`config.mk`:
```
export PLATFORM = sky130hd
export DESIGN_NAME = cpu_confreg_flat
export DESIGN_NICKNAME = d
export VERILOG_FILES = /design/src/rtl/cpu_confreg_if.sv /design/src/rtl/cpu_confreg.sv /design/src/flat_wrapper.sv
export SDC_FILE = /design/constraint.sdc
export NUM_CORES = 1
export LEC_CHECK = 0
export CORE_AREA = 3 3 152 154
export CTS_CLUSTER_SIZE = 40
export DETAILED_ROUTE_END_ITERATION = 6
export DIE_AREA = 0 0 155 157
export GPL_TIMING_DRIVEN = 0
export PLACE_DENSITY_LB_ADDON = 0.25
export SETUP_SLACK_MARGIN = 0.2
export SLEW_MARGIN = 5
export SYNTH_ARGS = -nofsm -noshare
export SYNTH_HDL_FRONTEND = slang
export SYNTH_SLANG_ARGS = --single-unit
```
`constraint.sdc`:
```
create_clock -name clk -period 2.4 [get_ports clk]
set_input_delay 0.24 -clock clk [delete_from_list [all_inputs] [get_ports clk]]
set_output_delay 0.24 -clock clk [all_outputs]
set_load 0.1 [all_outputs]
```
`src/rtl/cpu_confreg_if.sv`:
```
// Data-port bus between the mips core and the confreg block.
// The core drives the request; the block returns registered read data.
interface cpu_confreg_if;
  logic        en;
  logic [3:0]  memwrite;
  logic [31:0] addr;
  logic [31:0] writedata;
  logic [31:0] readdata;

  modport master (output en, memwrite, addr, writedata, input readdata);
  modport slave  (input en, memwrite, addr, writedata, output readdata);
endinterface

```
`src/rtl/cpu_confreg.sv`:
```
// Configuration/peripheral registers on the CPU data port: LEDs, seven-segment
// value, scratch, synchronised switches and a free-running timer with compare IRQ.
module cpu_confreg #(
  parameter logic [15:0] BASE_HI = 16'hBFAF,
  parameter int          SW_W    = 8
) (
  input  logic            clk,
  input  logic            rst,
  cpu_confreg_if.slave    bus,
  input  logic [SW_W-1:0] switch,
  output logic [15:0]     led,
  output logic [1:0]      led_rg0,
  output logic [1:0]      led_rg1,
  output logic [31:0]     num_data,
  output logic            timer_int
);

  localparam logic [15:0] OFF_LED     = 16'hF000;
  localparam logic [15:0] OFF_RG0     = 16'hF004;
  localparam logic [15:0] OFF_RG1     = 16'hF008;
  localparam logic [15:0] OFF_NUM     = 16'hF010;
  localparam logic [15:0] OFF_SWITCH  = 16'hF020;
  localparam logic [15:0] OFF_TIMER   = 16'hE000;
  localparam logic [15:0] OFF_COMPARE = 16'hE004;
  localparam logic [15:0] OFF_SCRATCH = 16'hE008;

  logic [31:0]     timer;
  logic [31:0]     compare;
  logic [31:0]     scratch;
  logic            pending;
  logic [31:0]     readdata_q;
  logic [SW_W-1:0] sw_sync1;
  logic [SW_W-1:0] sw_sync2;

  logic [15:0] offset;
  logic        hit;
  logic        wr;
  logic        rd_req;
  logic        wr_led;
  logic        wr_rg0;
  logic        wr_rg1;
  logic        wr_num;
  logic        wr_timer;
  logic        wr_compare;
  logic        wr_scratch;
  logic [31:0] rdata;
  logic [31:0] sw_ext;

  function automatic logic [31:0] merge_lanes(input logic [31:0] old,
                                              input logic [31:0] wd,
                                              input logic [3:0]  be);
    logic [31:0] r;
    r = old;
    for (int i = 0; i < 4; i++) begin
      if (be[i]) r[8*i +: 8] = wd[8*i +: 8];
    end
    return r;
  endfunction

  // The low two address bits are don't-care: registers are word aligned.
  assign offset = bus.addr[15:0] & 16'hFFFC;
  assign hit    = bus.en && (bus.addr[31:16] == BASE_HI);
  assign wr     = hit && (bus.memwrite != 4'h0);
  assign rd_req = bus.en && (bus.memwrite == 4'h0);

  assign wr_led     = wr && (offset == OFF_LED);
  assign wr_rg0     = wr && (offset == OFF_RG0);
  assign wr_rg1     = wr && (offset == OFF_RG1);
  assign wr_num     = wr && (offset == OFF_NUM);
  assign wr_timer   = wr && (offset == OFF_TIMER);
  assign wr_compare = wr && (offset == OFF_COMPARE);
  assign wr_scratch = wr && (offset == OFF_SCRATCH);

  assign sw_ext = 32'(sw_sync2);

  always_comb begin
    rdata = '0;
    case (offset)
      OFF_LED:     rdata = {16'h0, led};
      OFF_RG0:     rdata = {30'h0, led_rg0};
      OFF_RG1:     rdata = {30'h0, led_rg1};
      OFF_NUM:     rdata = num_data;
      OFF_SWITCH:  rdata = sw_ext;
      OFF_TIMER:   rdata = timer;
      OFF_COMPARE: rdata = compare;
      OFF_SCRATCH: rdata = scratch;
      default:     rdata = '0;
    endcase
  end

  always_ff @(posedge clk) begin
    if (!rst) begin
      led        <= 16'hFFFF;
      led_rg0    <= 2'b00;
      led_rg1    <= 2'b00;
      num_data   <= '0;
      timer      <= '0;
      compare    <= '0;
      scratch    <= '0;
      pending    <= 1'b0;
      readdata_q <= '0;
      sw_sync1   <= '0;
      sw_sync2   <= '0;
    end else begin
      sw_sync1 <= switch;
      sw_sync2 <= sw_sync1;

      // Idle cycles and writes leave the last read result in place.
      if (rd_req) readdata_q <= hit ? rdata : 32'h0;

      if (wr_led) begin
        if (bus.memwrite[0]) led[7:0]  <= bus.writedata[7:0];
        if (bus.memwrite[1]) led[15:8] <= bus.writedata[15:8];
      end
      if (wr_rg0 && bus.memwrite[0]) led_rg0 <= bus.writedata[1:0];
      if (wr_rg1 && bus.memwrite[0]) led_rg1 <= bus.writedata[1:0];
      if (wr_num)     num_data <= merge_lanes(num_data, bus.writedata, bus.memwrite);
      if (wr_compare) compare  <= merge_lanes(compare, bus.writedata, bus.memwrite);
      if (wr_scratch) scratch  <= merge_lanes(scratch, bus.writedata, bus.memwrite);

      // A timer write freezes the unwritten lanes at their pre-increment value.
      if (wr_timer) timer <= merge_lanes(timer, bus.writedata, bus.memwrite);
      else          timer <= timer + 32'd1;

      // Clearing by a compare write takes priority over a match on the same edge.
      if (wr_compare)                                pending <= 1'b0;
      else if ((compare != 32'h0) && (timer == compare)) pending <= 1'b1;
    end
  end

  assign bus.readdata = readdata_q;
  assign timer_int    = pending;

endmodule

```
`src/flat_wrapper.sv`:
```
// flat-port wrapper written by rule: the top's interface ports become plain ports
module cpu_confreg_flat 
#(
  parameter logic [15:0] BASE_HI = 16'hBFAF,
  parameter int          SW_W    = 8
)
  (clk, rst, switch, led, led_rg0, led_rg1, num_data, timer_int, bus_en, bus_memwrite, bus_addr, bus_writedata, bus_readdata);
  cpu_confreg_if bus_i ();
  input  logic clk;
  input  logic rst;
  input  logic [SW_W-1:0] switch;
  output logic [15:0] led;
  output logic [1:0] led_rg0;
  output logic [1:0] led_rg1;
  output logic [31:0] num_data;
  output logic timer_int;
  input wire logic [$bits(bus_i.en)-1:0] bus_en;
  input wire logic [$bits(bus_i.memwrite)-1:0] bus_memwrite;
  input wire logic [$bits(bus_i.addr)-1:0] bus_addr;
  input wire logic [$bits(bus_i.writedata)-1:0] bus_writedata;
  output wire logic [$bits(bus_i.readdata)-1:0] bus_readdata;
  assign bus_i.en = bus_en;
  assign bus_i.memwrite = bus_memwrite;
  assign bus_i.addr = bus_addr;
  assign bus_i.writedata = bus_writedata;
  assign bus_readdata = bus_i.readdata;
  cpu_confreg #(.BASE_HI(BASE_HI), .SW_W(SW_W)) u_core (.clk(clk), .rst(rst), .bus(bus_i), .switch(switch), .led(led), .led_rg0(led_rg0), .led_rg1(led_rg1), .num_data(num_data), .timer_int(timer_int));
endmodule
```
==> run_results.csv, run 1 <==
group,metric,value,unit
outcome,status,"finished, final reports clean",
floorplan,num_rows,54,
sta,layout_min_cycle_time,2.182,ns
cells_and_area,layout_common_cells,"nand2_1 (290), dfxtp_1 (195), a21oi_1 (82)",
critical_path,cp_max_fo,10,
routing,via_count,9892,
min_path,hold_path.class,"input port to register",
synth,avgSynthCellArea,7.989,um2
routing,drtIter0Drc,897,
clocking,insertion_delay,0.45,ns
flow_run,drv_cap,0,
power_and_ir_drop,finalPower,6.783,mW
cells_and_area,final_common_cell,"nand2_1",
floorplan,die_height,157,um
synth,yosys_most_used_dff,"dfxtp_1",
synth,synth_nets,1273,
floorplan,die-area,24340,um2
clocking,hold_buffers,0,
global_route,grt_pass1_vias,9405,
synth,synth_xor_area_share,3.033,%
routing,via_per_inst,5.850,
critical_path,path_delay_family,"simple AND/OR/NAND/NOR gates",
routing,wl_per_cell,21.86,um
power_and_ir_drop,power_report.internal_total,4.984,mW
synth,synth-simple-area-share,29.15,%
global_route,antenna_found_initial,0,
sta,final_max_slew_viol_count,0,
routing,wirelength,36.97,mm
placement,portBuffers,157,
cells_and_area,diodes,0,
cells_and_area,finalNonFillerCells,1691,
floorplan,die_w,155,um
power_and_ir_drop,power_frac_clock,45.1,%
clocking,cts_root_buffer,"clkbuf_16",
critical_path,ff2ff_path_depth,8,
sta,layout_setup_ws,0.2175,ns
synth,synth_edf_count,0,
synth,synth-compound-area-share,19.23,%
power_and_ir_drop,power_density,534.9,nW/um2
critical_path,required,2.78,ns
critical_path,cp_slowest_stage_delay,0.58,ns
critical_path,cpMostUsedCell,"nand3_1",
power_and_ir_drop,peakVddDrop,0.4049,mV
clocking,path_clk_slew,0.08,ns
sta,setup_violations,0,
cells_and_area,post-route-util,58.11,%
synth,synth-seq-cells,197,
global_route,grt_use_total,29.60,%
routing,dr.pass1.iters,5,
cells_and_area,nets,1478,
synth,synth.area.top_cells,"dfxtp_1 (41%), nand2_1 (12%), a21boi_0 (4.7%), a21oi_1 (4.3%), nand3_1 (3.4%)",
clocking,cts_buffers,17,
synth,muxShareOfSynthArea,2.731,%
clocking,cts_tree,"built",
critical_path,slowest_stage,"or4_4",
synth,synthArstFlopShare,0,%
synth,yosysSeqAreaShare,41.38,%
critical_path,cp_num_buf_inv,3,
sta,hold_viol_final,0,
clocking,h-tree-depth,4,
synth,synthCells,1193,
placement,dp_hpwl,27.02,mm
global_route,grt_max_degree,22,
global_route,grt_pass1_wl,55.37,mm
critical_path,regToRegStartpoint,"u_core.timer[2]",
sta,rsz0062_at_grt,"yes",
critical_path,worstReg2RegEnd,"u_core.timer[29]",
clocking,clockBufferDepth,2,
min_path,whs_path_depth,4,
synth,synth_top_area_share,41.38,%
cells_and_area,area_growth,33.06,%
min_path,hold_path_end,"u_core.scratch[10]",
floorplan,pin_count,164,
global_route,grt-ovfl-total,0,
critical_path,crit_type,"input port to register",
synth,synth_area,9530,um2
critical_path,arrival,2.56,ns
placement,gp_congestion,0.9786,
sta,fmax,458.2,MHz
synth,synthAdderAreaFrac,0.1313,%
sta,holdWs,0.3193,ns
floorplan,start_util,43.67,%
synth,synth_top_family_by_area,"simple AND/OR/NAND/NOR gates",
power_and_ir_drop,p_seq_share,48.6,%
synth,synth_top_area_cell,"dfxtp_1",
critical_path,critPathCaptureType,"register",
sta,relSlewSlack,34.45,%
power_and_ir_drop,power_leakage,5.207,nW
power_and_ir_drop,switching_power,1.800,mW
critical_path,crit_path_cell_trace,"dlygate4sd2_1, or4_4, and4bb_2, buf_6, buf_12, nand3_1, nand3_1, o211ai_1, a31oi_1",
routing,ant_nets,0,
routing,route.detailed.drc,0,
min_path,min_from,"bus_memwrite[1]",
placement,dp.cells,1630,
placement,pre_cts_ws,-1.166,ns
critical_path,r2r_slack,0.26,ns
synth,ys_warn_count,0,
critical_path,start_kind,"input port",
synth,synth_cell_types,64,
sta,worstMarginPinSlew,0.9817,ns
clocking,cts.sinks,197,
floorplan,core_area,21820,um2
cells_and_area,num-fill-cells,2023,
cells_and_area,drive_gt1_share,12.05,%
sta,fin_crit_sh,90.94,%
power_and_ir_drop,p_comb_share,6.4,%
sta,finClkSkew,0.01048,ns
power_and_ir_drop,switching_share,26.53,%
## worst reg2reg max path, cell delays in order, from the launching register on
cell and delay [ns]:
dfxtp_1 0.32, clkbuf_4 0.18, and4_1 0.19, clkbuf_4 0.17, and4_4 0.26, nand2_2 0.11
or4_4 0.57, a2bb2oi_1 0.16, a21oi_2 0.13
## registers in the layout, summed over array words and instances, names as in the netlist
| signal | flops |
|---|---|
| u_core.bus.readdata | 32 |
| u_core.compare | 32 |
| u_core.led | 16 |
| u_core.led_rg0 | 2 |
| u_core.led_rg1 | 2 |
| u_core.num_data | 32 |
| u_core.scratch | 32 |
| u_core.sw_sync1 | 8 |
| u_core.sw_sync2 | 8 |
| u_core.timer | 32 |
| u_core.timer_int | 1 |
## cell type report
| type | count | area (um2) | area share [%] |
|---|---|---|---|
| Buffer | 85 | 496.7 | 3.917 |
| Clock inverter | 15 | 206.4 | 1.628 |
| Sequential cell | 197 | 3946 | 31.12 |
| Inverter | 8 | 30.03 | 0.2368 |
| Multi-Input combinational cell | 903 | 5451 | 42.99 |
| Tap cell | 280 | 350.3 | 2.763 |
| Clock buffer | 17 | 425.4 | 3.355 |
| Timing Repair Buffer | 186 | 1774 | 13.99 |
## cells by family after synthesis
logic type               Yosys count
flip-flops                       197
adder cells (fa/ha/maj)            1
buffers and inverters             93
AND/OR/NAND/NOR                  567
AO/OA/AOI/OAI                    276
XOR/XNOR                          33
multiplexers                      26
## through the flow
stage	setup TNS [ns]	area, um2
2_1_floorplan	0	9530
3_3_place_gp	-153.54	11450
3_5_place_dp	-143.92	11460
4_1_cts	0	12450
5_1_grt	0	12680
6_report	0	12680
## power groups by stage
stage	combinational [mW]	sequential (mW)	clock [mW]
2_1_floorplan	0.153	3.36	0
6_report	0.432	3.29	3.06
5_1_grt	0.454	3.29	3.22
4_1_cts	0.416	3.29	3.08
3_3_place_gp	0.399	3.37	0
3_5_place_dp	0.402	3.37	0
## metal layers
| metal | vias to the layer above | GRT usage, % | part of all wire, % |
|---|---|---|---|
| met3 | 95 | 5.719 | 7.9 |
| li1 | 4639 | - | - |
| met5 | - | 0 | 0 |
| met4 | 0 | 13.88 | 4.3 |
| met1 | 4694 | 38.24 | 42 |
| met2 | 464 | 47.98 | 46 |
## timing repair
action	CTS	global route
buffers inserted	18	10
hold endpoints to repair	0	0
resized for setup	139	54
pin swaps	13	9
endpoints found under the setup margin	229	171
gates cloned	1	0
## worst max-delay path by stage
stage | from | end | slack (ns) | cells past startpoint
after floorplan | bus_memwrite[1] | u_core.timer[29] | 0.32 | 9
after detailed placement | bus_addr[30] | u_core.led[8] | -1.17 | 9
after CTS | u_core.timer[2] | u_core.timer[25] | 0.20 | 8
after global placement | bus_addr[10] | u_core.scratch[7] | -1.24 | 8
final | bus_addr[7] | u_core.timer[24] | 0.22 | 9
after global routing | bus_addr[30] | u_core.bus.readdata[17] | 0.13 | 9
## Yosys cell counts (13+ instances only)
cell	number
mux2i_1	26
buf_2	18
nand3_1	65
a22oi_1	14
and3_1	25
and2_1	24
clkbuf_1	56
a21oi_1	82
nand2_1	293
a22o_1	15
nand4_1	25
nor4_1	26
dfxtp_1	197
xor2_1	33
a31oi_1	13
nor2_1	39
o21ai_0	33
a21boi_0	60
nor3_1	19
No activity file was read; power rests on OpenSTA's default activity.
==> run 2: changes to the inputs <==
- REMOVE_ABC_BUFFERS: default -> 1
- clock period: 2.4 -> 2.14 ns (I/O delays scaled with it)
==> run_results.csv, run 2 (synthesis results as in run 1) <==
group,metric,value,unit
outcome,status,"finished, final reports clean",
cells_and_area,area_growth,36.64,%
clocking,cts_root_buffer,"clkbuf_16",
clocking,cts_tree,"built",
global_route,antenna_found_initial,0,
placement,gp_congestion,0.9367,
global_route,grt_max_degree,67,
placement,portBuffers,161,
cells_and_area,drive_gt1_share,18.44,%
sta,fin_crit_sh,94.22,%
clocking,path_clk_slew,0.08,ns
flow_run,drv_cap,0,
power_and_ir_drop,power_frac_clock,43.6,%
cells_and_area,final_common_cell,"nand2_1",
sta,finClkSkew,0.01009,ns
placement,pre_cts_ws,-1.870,ns
clocking,cts_buffers,17,
routing,route.detailed.drc,0,
floorplan,num_rows,54,
critical_path,start_kind,"input port",
power_and_ir_drop,switching_power,1.932,mW
floorplan,pin_count,164,
floorplan,die-area,24340,um2
global_route,grt_pass1_vias,9297,
global_route,grt_pass1_wl,52.99,mm
critical_path,crit_type,"input port to register",
routing,ant_nets,0,
power_and_ir_drop,peakVddDrop,0.4651,mV
critical_path,cp_max_fo,7,
min_path,hold_path.class,"input port to register",
routing,via_count,10150,
sta,holdWs,0.1889,ns
placement,dp_hpwl,22.14,mm
clocking,insertion_delay,0.45,ns
sta,worstMarginPinSlew,1.208,ns
sta,fmax,495.9,MHz
sta,layout_setup_ws,0.1236,ns
cells_and_area,post-route-util,59.67,%
routing,dr.pass1.iters,7,
cells_and_area,nets,1466,
clocking,cts.sinks,197,
sta,hold_viol_final,0,
power_and_ir_drop,switching_share,26.20,%
power_and_ir_drop,power_leakage,5.139,nW
floorplan,die_height,157,um
global_route,grt-ovfl-total,0,
routing,wirelength,35.83,mm
clocking,hold_buffers,0,
sta,relSlewSlack,19.36,%
power_and_ir_drop,power_density,566.3,nW/um2
routing,drtIter0Drc,1383,
clocking,clockBufferDepth,2,
cells_and_area,layout_common_cells,"nand2_1 (288), dfxtp_1 (178), a21oi_1 (82)",
critical_path,critPathCaptureType,"register",
sta,final_max_slew_viol_count,0,
power_and_ir_drop,power_report.internal_total,5.443,mW
routing,wl_per_cell,21.34,um
critical_path,arrival,2.29,ns
clocking,h-tree-depth,4,
sta,setup_violations,0,
cells_and_area,diodes,0,
power_and_ir_drop,p_comb_share,6.5,%
power_and_ir_drop,finalPower,7.375,mW
floorplan,die_w,155,um
power_and_ir_drop,p_seq_share,49.9,%
critical_path,required,2.42,ns
global_route,grt_use_total,27.57,%
routing,via_per_inst,6.048,
floorplan,start_util,43.67,%
sta,rsz0062_at_grt,"yes",
sta,layout_min_cycle_time,2.016,ns
floorplan,core_area,21820,um2
-- run 2: cell types whose count changed in the layout (fill, tap and decap cells not counted), moves of 14 or more --
| cell | delta |
|---|---|
| dfxtp_1 | -17 |
| buf_4 | +42 |
| clkdlybuf4s15_1 | +16 |
| and3_1 | -18 |
| and3_4 | +14 |
| clkbuf_2 | -18 |
| clkdlybuf4s50_1 | -23 |
| dlygate4sd2_1 | +18 |
| clkbuf_1 | -35 |
| dlymetal6s2s_1 | -19 |
-- run 2: power by group through the flow --
stage	Sequential (mW)	Clock (mW)	Combinational [mW]
finish	3.68	3.22	0.477
global route	3.68	3.41	0.500
CTS	3.69	3.25	0.445
detailed placement	3.78	0	0.420
global placement	3.78	0	0.411
floorplan	3.78	0	0.115
-- run 2: layout make-up --
cell class	instances	area [um2]
clock buffers	17	425.4
clock inverters	15	158.9
fillers	1923	8801
inverters	8	30.03
multi-input cells	909	5763
flip-flops and latches	197	3990
well taps	280	350.3
repair buffers	253	2305
-- run 2: layer usage --
layer | routed length (um) | global-route usage (%) | up-vias
met1 | 14900 | 36.35 | 4749
met4 | 1912 | 13.20 | 0
met3 | 3198 | 5.774 | 154
met2 | 15820 | 43.28 | 611
met5 | 0 | 0 | -
li1 | - | - | 4640
-- run 2: final timing paths --
check	startpoint	to	slack, ns	depth (start not counted)
worst max register to register	u_core.timer[1]	u_core.timer[29]	0.24	6
worst min register to register	u_core.sw_sync1[3]	u_core.sw_sync2[3]	0.43	1
worst min-delay path	rst	u_core.led[11]	0.19	2
worst max-delay path	bus_addr[30]	u_core.timer[11]	0.12	11
-- run 2: critical path, cell delays in order --
cell and delay (ns):
dlygate4sd2_1 0.23, nand4b_1 0.22, buf_4 0.18, nor4_4 0.30, buf_4 0.21, and4_4 0.34
buf_6 0.13, buf_4 0.10, nor2_1 0.05, o21ai_1 0.22, a21oi_1 0.11
-- run 2: timing repair --
item / 4_1_cts / 5_1_grt
setup endpoints to repair: 266 / 187
gates resized for setup: 254 / 89
gates cloned: 3 / 3
pin swaps: 34 / 31
setup buffers: 57 / 29
-- run 2: metrics by stage --
| step | TNS [ns] | area [um2] | instances |
|---|---|---|---|
| floorplan | -81.22 | 9146 | 1108 |
| global placement | -611.71 | 11110 | 1549 |
| detailed placement | -267.48 | 11230 | 1555 |
| CTS | 0 | 12610 | 1647 |
| global route | 0 | 13020 | 1679 |
| finish | 0 | 13020 | 1679 |
==> run 3: changes to the inputs <==
- CORE_AREA: 3 3 152 154 -> 3 3 183 185
- DIE_AREA: 0 0 155 157 -> 0 0 186 188
==> run_results.csv, run 3 (synthesis results as in run 1) <==
group,metric,value,unit
outcome,status,"finished, final reports clean",
cells_and_area,finalNonFillerCells,1799,
clocking,path_clk_slew,0.09,ns
routing,ant_nets,0,
clocking,clockBufferDepth,2,
power_and_ir_drop,power_report.internal_total,5.459,mW
min_path,hold_path_end,"u_core.led[5]",
cells_and_area,layout_common_cells,"nand2_1 (285), dfxtp_1 (180), a21oi_1 (82)",
routing,wirelength,37.04,mm
critical_path,arrival,2.21,ns
cells_and_area,final_common_cell,"nand2_1",
flow_run,drv_cap,0,
floorplan,start_util,29.59,%
power_and_ir_drop,finalPower,7.471,mW
sta,setup_violations,0,
power_and_ir_drop,power_density,570.9,nW/um2
sta,hold_viol_final,0,
floorplan,die_w,186,um
power_and_ir_drop,power_frac_clock,44.3,%
clocking,insertion_delay,0.45,ns
cells_and_area,nets,1456,
sta,final_max_slew_viol_count,0,
routing,dr.pass1.iters,5,
critical_path,required,2.42,ns
sta,worstMarginPinSlew,1.205,ns
power_and_ir_drop,p_comb_share,6.4,%
floorplan,die-area,34970,um2
critical_path,startpoint,"bus_addr[6]",
critical_path,crit_type,"input port to register",
critical_path,regToRegStartpoint,"u_core.timer[2]",
power_and_ir_drop,switching_power,2.012,mW
power_and_ir_drop,switching_share,26.93,%
critical_path,worstReg2RegEnd,"u_core.timer[29]",
sta,finClkSkew,0.01395,ns
critical_path,critPathCaptureType,"register",
critical_path,cp_max_fo,14,
sta,relSlewSlack,19.54,%
global_route,grt_pass1_vias,9420,
global_route,grt_use_total,20.85,%
placement,gp_congestion,0.9155,
global_route,antenna_found_initial,1,
floorplan,core_area,32210,um2
routing,via_per_inst,5.479,
clocking,cts_root_buffer,"clkbuf_16",
placement,dp_hpwl,25.09,mm
routing,via_count,9857,
clocking,cts_tree,"built",
power_and_ir_drop,peakVddDrop,0.5263,mV
placement,pre_cts_ws,-2.070,ns
routing,wl_per_cell,20.59,um
global_route,grt-ovfl-total,0,
cells_and_area,area_growth,37.32,%
sta,layout_min_cycle_time,1.935,ns
sta,fin_crit_sh,90.40,%
global_route,grt_pass1_wl,56.64,mm
placement,portBuffers,161,
power_and_ir_drop,p_seq_share,49.3,%
floorplan,num_rows,66,
sta,layout_setup_ws,0.2055,ns
critical_path,start_kind,"input port",
sta,setup_tns,0,ns
critical_path,r2r_slack,0.24,ns
routing,route.detailed.drc,0,
floorplan,die_height,188,um
power_and_ir_drop,power_leakage,5.076,nW
min_path,whs_path_depth,2,
clocking,h-tree-depth,4,
clocking,hold_buffers,0,
sta,rsz0062_at_grt,"yes",
sta,holdWs,0.1975,ns
sta,fmax,516.9,MHz
cells_and_area,drive_gt1_share,18.57,%
clocking,cts_buffers,17,
min_path,min_from,"rst",
placement,dp.cells,1685,
floorplan,pin_count,164,
routing,drtIter0Drc,904,
min_path,hold_path.class,"input port to register",
critical_path,ff2ff_path_depth,6,
clocking,cts.sinks,197,
global_route,grt_max_degree,64,
[run 3: changes by cell type in the layout (fill, tap and decap cells not counted), sizes merged, moves of 3 or more]
cell,change
dlygate4sd2,-27
clkbuf,+12
clkdlybuf4s15,+10
buf,-8
dlymetal6s2s,+6
inv,-3
[run 3: worst max path at each step]
stage | end | slack (ns)
finish | u_core.timer[13] | 0.21
global route | u_core.timer[15] | 0.08
CTS | u_core.bus.readdata[25] | 0.12
detailed placement | u_core.bus.readdata[25] | -2.07
global placement | u_core.bus.readdata[18] | -5.62
floorplan | u_core.scratch[0] | -1.25
[run 3: what timing repair did]
action / 4_1_cts / 5_1_grt
hold endpoints to repair: 0 / 0
pin swaps: 34 / 38
gates resized for setup: 252 / 108
setup endpoints to repair: 266 / 209
setup buffers: 50 / 25
gates cloned: 5 / 0
[run 3: power by group through the flow]
stage / Combinational [mW] / Sequential, mW / Clock (mW)
final: 0.478 / 3.68 / 3.31
after global routing: 0.507 / 3.69 / 3.51
after CTS: 0.456 / 3.69 / 3.39
after detailed placement: 0.437 / 3.78 / 0
after global placement: 0.429 / 3.78 / 0
after floorplan: 0.115 / 3.78 / 0
[run 3: per-stage QoR]
stage | instance area, um2 | utilization (%)
6_report | 13090 | 40.64
5_1_grt | 13080 | 40.62
4_1_cts | 12750 | 39.58
3_5_place_dp | 11410 | 35.42
3_3_place_gp | 11270 | 34.99
2_1_floorplan | 9146 | -
[run 3: per-layer routing]
metal,vias to the layer above,global-route usage [%],share of wire (%)
li1,4620,-,-
met1,4722,28.21,43
met2,447,32.91,46
met3,66,4.888,8.7
met4,2,6.502,2.5
met5,-,0,0.024
[run 3: layout make-up]
cell class | instances | area (um2)
Clock inverter | 15 | 183.9
Clock buffer | 17 | 425.4
Antenna cell | 2 | 5.005
Inverter | 8 | 30.03
Timing Repair Buffer | 245 | 2242
Sequential cell | 197 | 3990
Fill cell | 3253 | 19120
Tap cell | 408 | 510.5
Multi-Input combinational cell | 907 | 5700
[run 3: worst max-delay path, cell delays in order]
cell and delay [ns]:
clkdlybuf4s15_2 0.20, or4_4 0.56, and4bb_4 0.36, buf_12 0.15, and4_2 0.34, nor2_1 0.07
o21ai_0 0.22, a21oi_1 0.09
